$ cat src/rtl/fifo_wr_arbiter.sv
// Round-robin burst write arbiter: N_REQ valid/ready producers share one Fifo write port.
// Grant takes 1 cycle from valid; writes are combinational in BURST; ready drops while the Fifo is at its limit.
module fifo_wr_arbiter #(
  parameter int N_REQ     = 4,
  parameter int DATA_W    = 8,
  parameter int CNT_W     = 8,
  parameter int DEPTH     = 64,
  parameter int HEADROOM  = 0,
  parameter int BURST_LEN = 8,
  localparam int ID_W     = (N_REQ > 1) ? $clog2(N_REQ) : 1
) (
  input  logic                      clk,
  input  logic                      rst,
  input  logic [N_REQ-1:0]          req_valid,
  input  logic [N_REQ*DATA_W-1:0]   req_data,
  output logic [N_REQ-1:0]          req_ready,
  output logic                      fifo_wr_en,
  output logic [DATA_W-1:0]         fifo_buf_in,
  input  logic                      fifo_full,
  input  logic [CNT_W-1:0]          fifo_counter,
  output logic                      grant_valid,
  output logic [ID_W-1:0]           grant_id,
  output logic [15:0]               words_total
);

  localparam int BEAT_W = (BURST_LEN > 1) ? $clog2(BURST_LEN) : 1;
  localparam logic [BEAT_W-1:0] LAST_BEAT = BEAT_W'(BURST_LEN - 1);
  localparam logic [ID_W-1:0]   LAST_ID   = ID_W'(N_REQ - 1);
  localparam int                LIMIT     = DEPTH - HEADROOM;

  typedef enum logic {IDLE, BURST} state_t;

  state_t            state, state_nxt;
  logic [ID_W-1:0]   owner, owner_nxt;
  logic [ID_W-1:0]   last_grant, last_grant_nxt;
  logic [BEAT_W-1:0] beat_cnt, beat_cnt_nxt;
  logic [ID_W-1:0]   pick;
  logic              pick_vld;
  logic              throttle;
  logic              active;
  logic              owner_valid;
  logic              xfer;

  assign throttle    = fifo_full | (int'(fifo_counter) >= LIMIT);
  // Outputs are held quiet while rst is high so a word presented mid-reset is never written.
  assign active      = (state == BURST) & ~rst;
  assign owner_valid = req_valid[owner];
  assign xfer        = active & owner_valid & ~throttle;

  // Scan from the farthest offset down so the nearest requester after last_grant wins.
  always_comb begin
    pick     = last_grant;
    pick_vld = 1'b0;
    for (int k = N_REQ; k >= 1; k--) begin
      if (req_valid[(int'(last_grant) + k) % N_REQ]) begin
        pick     = ID_W'((int'(last_grant) + k) % N_REQ);
        pick_vld = 1'b1;
      end
    end
  end

  always_comb begin
    state_nxt      = state;
    owner_nxt      = owner;
    last_grant_nxt = last_grant;
    beat_cnt_nxt   = beat_cnt;
    case (state)
      IDLE: begin
        if (pick_vld) begin
          state_nxt      = BURST;
          owner_nxt      = pick;
          last_grant_nxt = pick;
          beat_cnt_nxt   = '0;
        end
      end
      BURST: begin
        if (!owner_valid) begin
          state_nxt = IDLE;
        end else if (xfer) begin
          beat_cnt_nxt = beat_cnt + 1'b1;
          if (beat_cnt == LAST_BEAT) begin
            state_nxt = IDLE;
          end
        end
      end
      default: state_nxt = IDLE;
    endcase
  end

  always_comb begin
    req_ready = '0;
    if (active) begin
      req_ready[owner] = ~throttle;
    end
    fifo_wr_en  = xfer;
    fifo_buf_in = active ? req_data[int'(owner)*DATA_W +: DATA_W] : '0;
    grant_valid = active;
    grant_id    = owner;
  end

  always_ff @(posedge clk) begin
    if (rst) begin
      state       <= IDLE;
      owner       <= '0;
      last_grant  <= LAST_ID;
      beat_cnt    <= '0;
      words_total <= '0;
    end else begin
      state      <= state_nxt;
      owner      <= owner_nxt;
      last_grant <= last_grant_nxt;
      beat_cnt   <= beat_cnt_nxt;
      if (xfer) begin
        words_total <= words_total + 16'd1;
      end
    end
  end

endmodule

$ cat config.mk
export PLATFORM = sky130hd
export DESIGN_NAME = fifo_wr_arbiter
export DESIGN_NICKNAME = d
export VERILOG_FILES = /design/src/rtl/fifo_wr_arbiter.sv
export SDC_FILE = /design/constraint.sdc
export NUM_CORES = 1
export LEC_CHECK = 0
export CAP_MARGIN = 30
export CORE_ASPECT_RATIO = 1.25
export CORE_MARGIN = 1.5
export CORE_UTILIZATION = 37
export CTS_BUF_LIST = sky130_fd_sc_hd__clkbuf_4
export CTS_CLUSTER_DIAMETER = 100
export DETAILED_ROUTE_END_ITERATION = 12
export HOLD_SLACK_MARGIN = 0.02
export PLACE_DENSITY_LB_ADDON = 0.05
export SLEW_MARGIN = 40
export SYNTH_ARGS = -nofsm -noshare
export SYNTH_HDL_FRONTEND = slang
export SYNTH_SLANG_ARGS = --single-unit
$ cat constraint.sdc
create_clock -name clk -period 1.65 [get_ports clk]
set_input_delay 0.165 -clock clk [delete_from_list [all_inputs] [get_ports clk]]
set_output_delay 0.165 -clock clk [all_outputs]
set_load 0.01 [all_outputs]
-- Yosys cells after proc, flatten, opt, wreduce, memory -nomap -nowiden
Cells that the tools add are included.
- input bits: 47
- output and inout port bits: 32
- flip-flop bits (word level): 24
- word-level logic and storage cells: 77
- add/sub/neg operators: 6
- multiplexer cells: 35
- reductions and logical operators: 7
- bitwise logic cells: 12
- equality and inequality tests: 4
- $lt $le $gt $ge: 7
- shift-type cells: 1
- operators with widths (cell ; count):
    $shiftx A32 B6 Y8 ; 1
    $mux W1 ; 18
    $add A16 B1 Y16 const B ; 1
    $lt A3 B4 Y1 const B ; 4
    $bmux W1 S2 ; 5
    $mux W3 ; 3
    $ge A8 B7 Y1 const B ; 1
    $mux W2 ; 4
    $mux W8 ; 1
    $reduce_or A2 Y1 ; 4
    $pmux W3 S2 ; 1
    $add A2 B1 Y2 const B ; 2
    $add A2 B2 Y2 const B ; 2
    $and A1 B1 Y1 const A ; 4
    $and A4 B4 Y4 ; 1
    $mux W4 ; 1
    $ne A2 B2 Y1 const B ; 2
    $add A3 B1 Y3 const B ; 1
    $and A1 B1 Y1 ; 3
    $eq A3 B3 Y1 const B ; 1
    $lt A2 B3 Y1 const B ; 1
    $not A1 Y1 ; 3
    $reduce_and A3 Y1 ; 1
    $demux W1 S2 ; 1
    6 further kinds ; 6

-- Longest topological paths before layout
- word-level depth: 12
- gate-level depth with buffers: 6
- mapped depth without buffers: 5

-- Worst setup path before layout
Ideal clock, no wire load.
- path kind: reg-to-reg
- start point: register owner[1] (netlist: grant_id[1])
- end point: register words_total[13]
- arrival: 1684 ps
- setup time: 121 ps
- cell stages (with the launch flop): 5
- clock period less this slack: 1805 ps
- path slack: -155 ps
- path buffers: 0
- data required time: 1529 ps
- cells stage by stage: dfxtp_1 > mux4_2 > and4b_1 > nand4_1 > mux2_2
- cells in the longest elaborated chain, start to end: 4
- ends and longest elaborated chain (what ; RTL line ; text):
    start, declared ; 34 ; logic [ID_W-1:0] owner, owner_nxt;
    start signal, assigned ; 110 ; owner <= owner_nxt;
    $bmux W1 S2 ; 47 ; assign owner_valid = req_valid[owner];
    $mux W1 (not written as such) ; 47 ;
    $and A1 B1 Y1 (2 in a row) ; 48 ; assign xfer = active & owner_valid & ~throttle;
    end signal, assigned ; 114 ; words_total <= words_total + 16'd1;
    end, declared ; 23 ; output logic [15:0] words_total
Every way passes these cells. The select of a mux whose other input is x is not followed.
A chain may end at the register's enable or synchronous reset.

-- Worst setup path in the final report
- start point: register owner[0] (netlist: grant_id[0])
- end point: output fifo_buf_in[1]
- cells in the longest elaborated chain, start to end: 2
- ends and longest elaborated chain (what ; RTL line ; text):
    $shiftx A32 B6 Y8 ; 96 ; fifo_buf_in = active ? req_data[int'(owner)*DATA_W +: DATA_W] : '0;
    $mux W8 ; 96 ;
    end, declared ; 18 ; output logic [DATA_W-1:0] fifo_buf_in,
Every way passes these cells.

==> results.py <==
metrics = {
    "min_path": {
        "hp-class": "register to register",
        "min_from": "beat_cnt[2]$_SDFFE_PP0P_",
    },
    "synthesis": {
        "yosysSeqAreaShare_pct": 31.0,
        "yosysTopAreaCell": "dfxtp_1",
        "yosysUniqueCellTypes": 39,
        "syn_nets": 217,
        "synth_top_area_share_pct": 31.0,
        "yosys-top-cells-count": "dfxtp_1, nor2_1, a21oi_1, nor2b_1, nand2_1",
        "ys_async_sr_fraction_pct": 0,
        "yosysMostFrequentCell": "dfxtp_1",
        "synth_enable_flop_cells": 0,
        "synth-seq-cells": 24,
        "yosys_warnings": 0,
        "synth_cells": 167,
        "synth_area_um2": 1550,
        "synthTopCellsByArea": "dfxtp_1, mux4_2, nor2b_1",
        "synth.avg_cell_area_um2": 9.29,
        "synth_flop_cell": "dfxtp_1",
    },
    "placed_design": {
        "port-buffer-count": 72,
        "dp_cells": 313,
        "dp_slack_ns": -0.469,
        "place_congestion": 0.768,
        "place_area_um2": 2510,
        "hpwl_mm": 3.49,
    },
    "critical_path": {
        "crit_buf_inv": 3,
        "crit_chain": "buf_6, buf_6, mux4_2, nor2b_1, buf_2",
        "worst_ep_arrival_time_ns": 1.68,
        "startpoint": "grant_id[0]$_SDFFE_PP0P_",
        "worstPathRequired_ns": 1.48,
        "worst_setup_path_end_kind": "output port",
        "worstSetupPathType": "register to output port",
        "path_max_fanout": 4,
        "cp_common_cell": "buf_6",
        "startpoint_type": "register",
        "critical-path-top-delay-family": "multiplexers",
        "crit_path_top_delay_cell": "mux4_2",
        "slowest_delay_ns": 0.50,
        "worstReg2RegStart": "grant_id[1]$_SDFFE_PP0P_",
    },
    "power": {
        "vdd_drop_max_mv": 0.454,
        "power_density_nw_per_um2": 557,
        "power_mw": 1.51,
        "leakage_nw": 1.11,
    },
    "sta": {
        "holdWs_ns": 0.483,
        "setup_viol": 25,
        "slew_headroom_pct": 80.8,
        "worstMarginPinSlew_ns": 0.288,
        "setup_tns_ns": -2.72,
        "grt_setup_unrepaired": "yes",
        "fin_worst_skew_ns": 0.0139,
        "fmax_mhz": 543,
        "finalCriticalPeriod_ns": 1.84,
        "final_max_slew_viol_count": 0,
        "fin_crit_sh_pct": 112,
        "hold_violations": 0,
        "setup_ws_ns": -0.191,
    },
    "cells_and_area": {
        "area_growth_pct": 74.5,
        "postLayoutCellArea_um2": 2710,
        "register_area_um2": 487,
        "final_nets": 322,
        "drive_gt1_share_pct": 32.5,
        "diodes": 0,
        "final_cell_count_no_fill": 327,
        "fillers": 349,
        "multi_input_area_um2": 1110,
        "final_core_util_pct": 66.6,
    },
    "job": {
        "timing.max_cap.violations": 0,
    },
    "drt": {
        "wirelength_mm": 4.68,
        "drc": 0,
        "num_vias": 1670,
        "antenna_left": 0,
        "drtIter0Drc": 39,
        "wl_per_cell_um": 14.3,
        "routed_via_density": 5.11,
        "drtPass1Iterations": 4,
    },
    "floorplan": {
        "die_x_um": 60.9,
        "die_area_um2": 4590,
        "fp-row-count": 26,
        "dieHeight_um": 75.4,
        "io_pins": 79,
        "initial_core_util_pct": 38.2,
        "core_area_um2": 4070,
    },
    "cts": {
        "clkTransAtPathRegs_ns": 0.15,
        "tritoncts": "yes",
        "clock_latency_ns": 0.32,
        "cts-root-buf": "clkbuf_4",
        "numCtsBuffers": 3,
        "cts_max_level": 1,
        "clockBufferDepth": 2,
        "cts.sinks": 24,
    },
    "outcome": {
        "outcome": "finished, violations left",
        "violations": "setup timing",
    },
    "grt": {
        "grt_first_pass_wirelength_mm": 7.16,
        "grt_max_degree": 29,
        "grt_pass1_vias": 1592,
        "grt_overflow_total": 0,
        "track_usage_pct": 20.1,
        "antenna_found_initial": 0,
    },
}
==> metal layers <==
layer,vias to the layer above,global-route usage [%],share of wire (%)
li1,830,-,-
met1,780,24.1,42
met2,54,36.8,50
met3,6,3.40,7.2
met4,0,5.07,0.98
met5,-,0,0
==> placed cells by master (no fill, tap or decap), types with 5 or more instances in the layout <==
master,count
mux4_2,10
nand2_1,9
buf_6,14
dfxtp_1,21
a21oi_1,11
clkdlybuf4s50_1,54
inv_1,5
o21ai_0,5
nor2_1,16
buf_4,24
nor2b_1,10
buf_2,10
nand2b_1,10
==> final timing paths <==
kind | endpoint | slack (ns) | cells past startpoint
worst max-delay path | fifo_buf_in[1] | -0.19 | 5
worst min-delay path | beat_cnt[2]$_SDFFE_PP0P_ | 0.48 | 2
worst max register to register | words_total[13]$_SDFFE_PP0P_ | -0.18 | 5
worst min register to register | beat_cnt[2]$_SDFFE_PP0P_ | 0.48 | 2
==> cells by family after synthesis <==
family	share of synthesized area, %
buffers and inverters	3.06
AO/OA/AOI/OAI	11.6
flip-flops	31.0
XOR/XNOR	1.69
adder cells (fa/ha/maj)	2.42
AND/OR/NAND/NOR	31.3
multiplexers	19.0
==> area by class of cell <==
| cell class | count | area share, % |
|---|---|---|
| Clock buffer | 3 | 0.832 |
| Clock inverter | 1 | 1.11 |
| Inverter | 5 | 0.693 |
| Multi-Input combinational cell | 131 | 41.0 |
| Sequential cell | 24 | 18.0 |
| Tap cell | 56 | 2.59 |
| Timing Repair Buffer | 107 | 35.8 |
==> where the power goes <==
group	leakage [nW]	internal, mW	total, mW	switching, mW
logic	0.890	0.296	0.463	0.167
clock network	0.0279	0.245	0.428	0.183
registers	0.196	0.598	0.616	0.0181
total	1.11	1.14	1.51	0.368
==> registers in the layout, indices dropped and copies added (netlist names) <==
signal and flops:
words_total 16, state 1, grant_id 2, beat_cnt 3, last_grant 2
==> worst reg2reg max path, cell delays in order, from the launching register on <==
cell and delay (ns):
dfxtp_4 0.38, mux4_2 0.55, buf_6 0.16, and4b_2 0.24, nand4_1 0.10, mux2_4 0.30
==> repair_timing <==
action	4_1_cts	5_1_grt
pin swaps	21	7
setup buffers	8	2
hold buffers	0	0
setup endpoints to repair	30	32
resized for setup	77	18
cloned	1	0
Note: power is estimated with default switching activity, not from simulation.
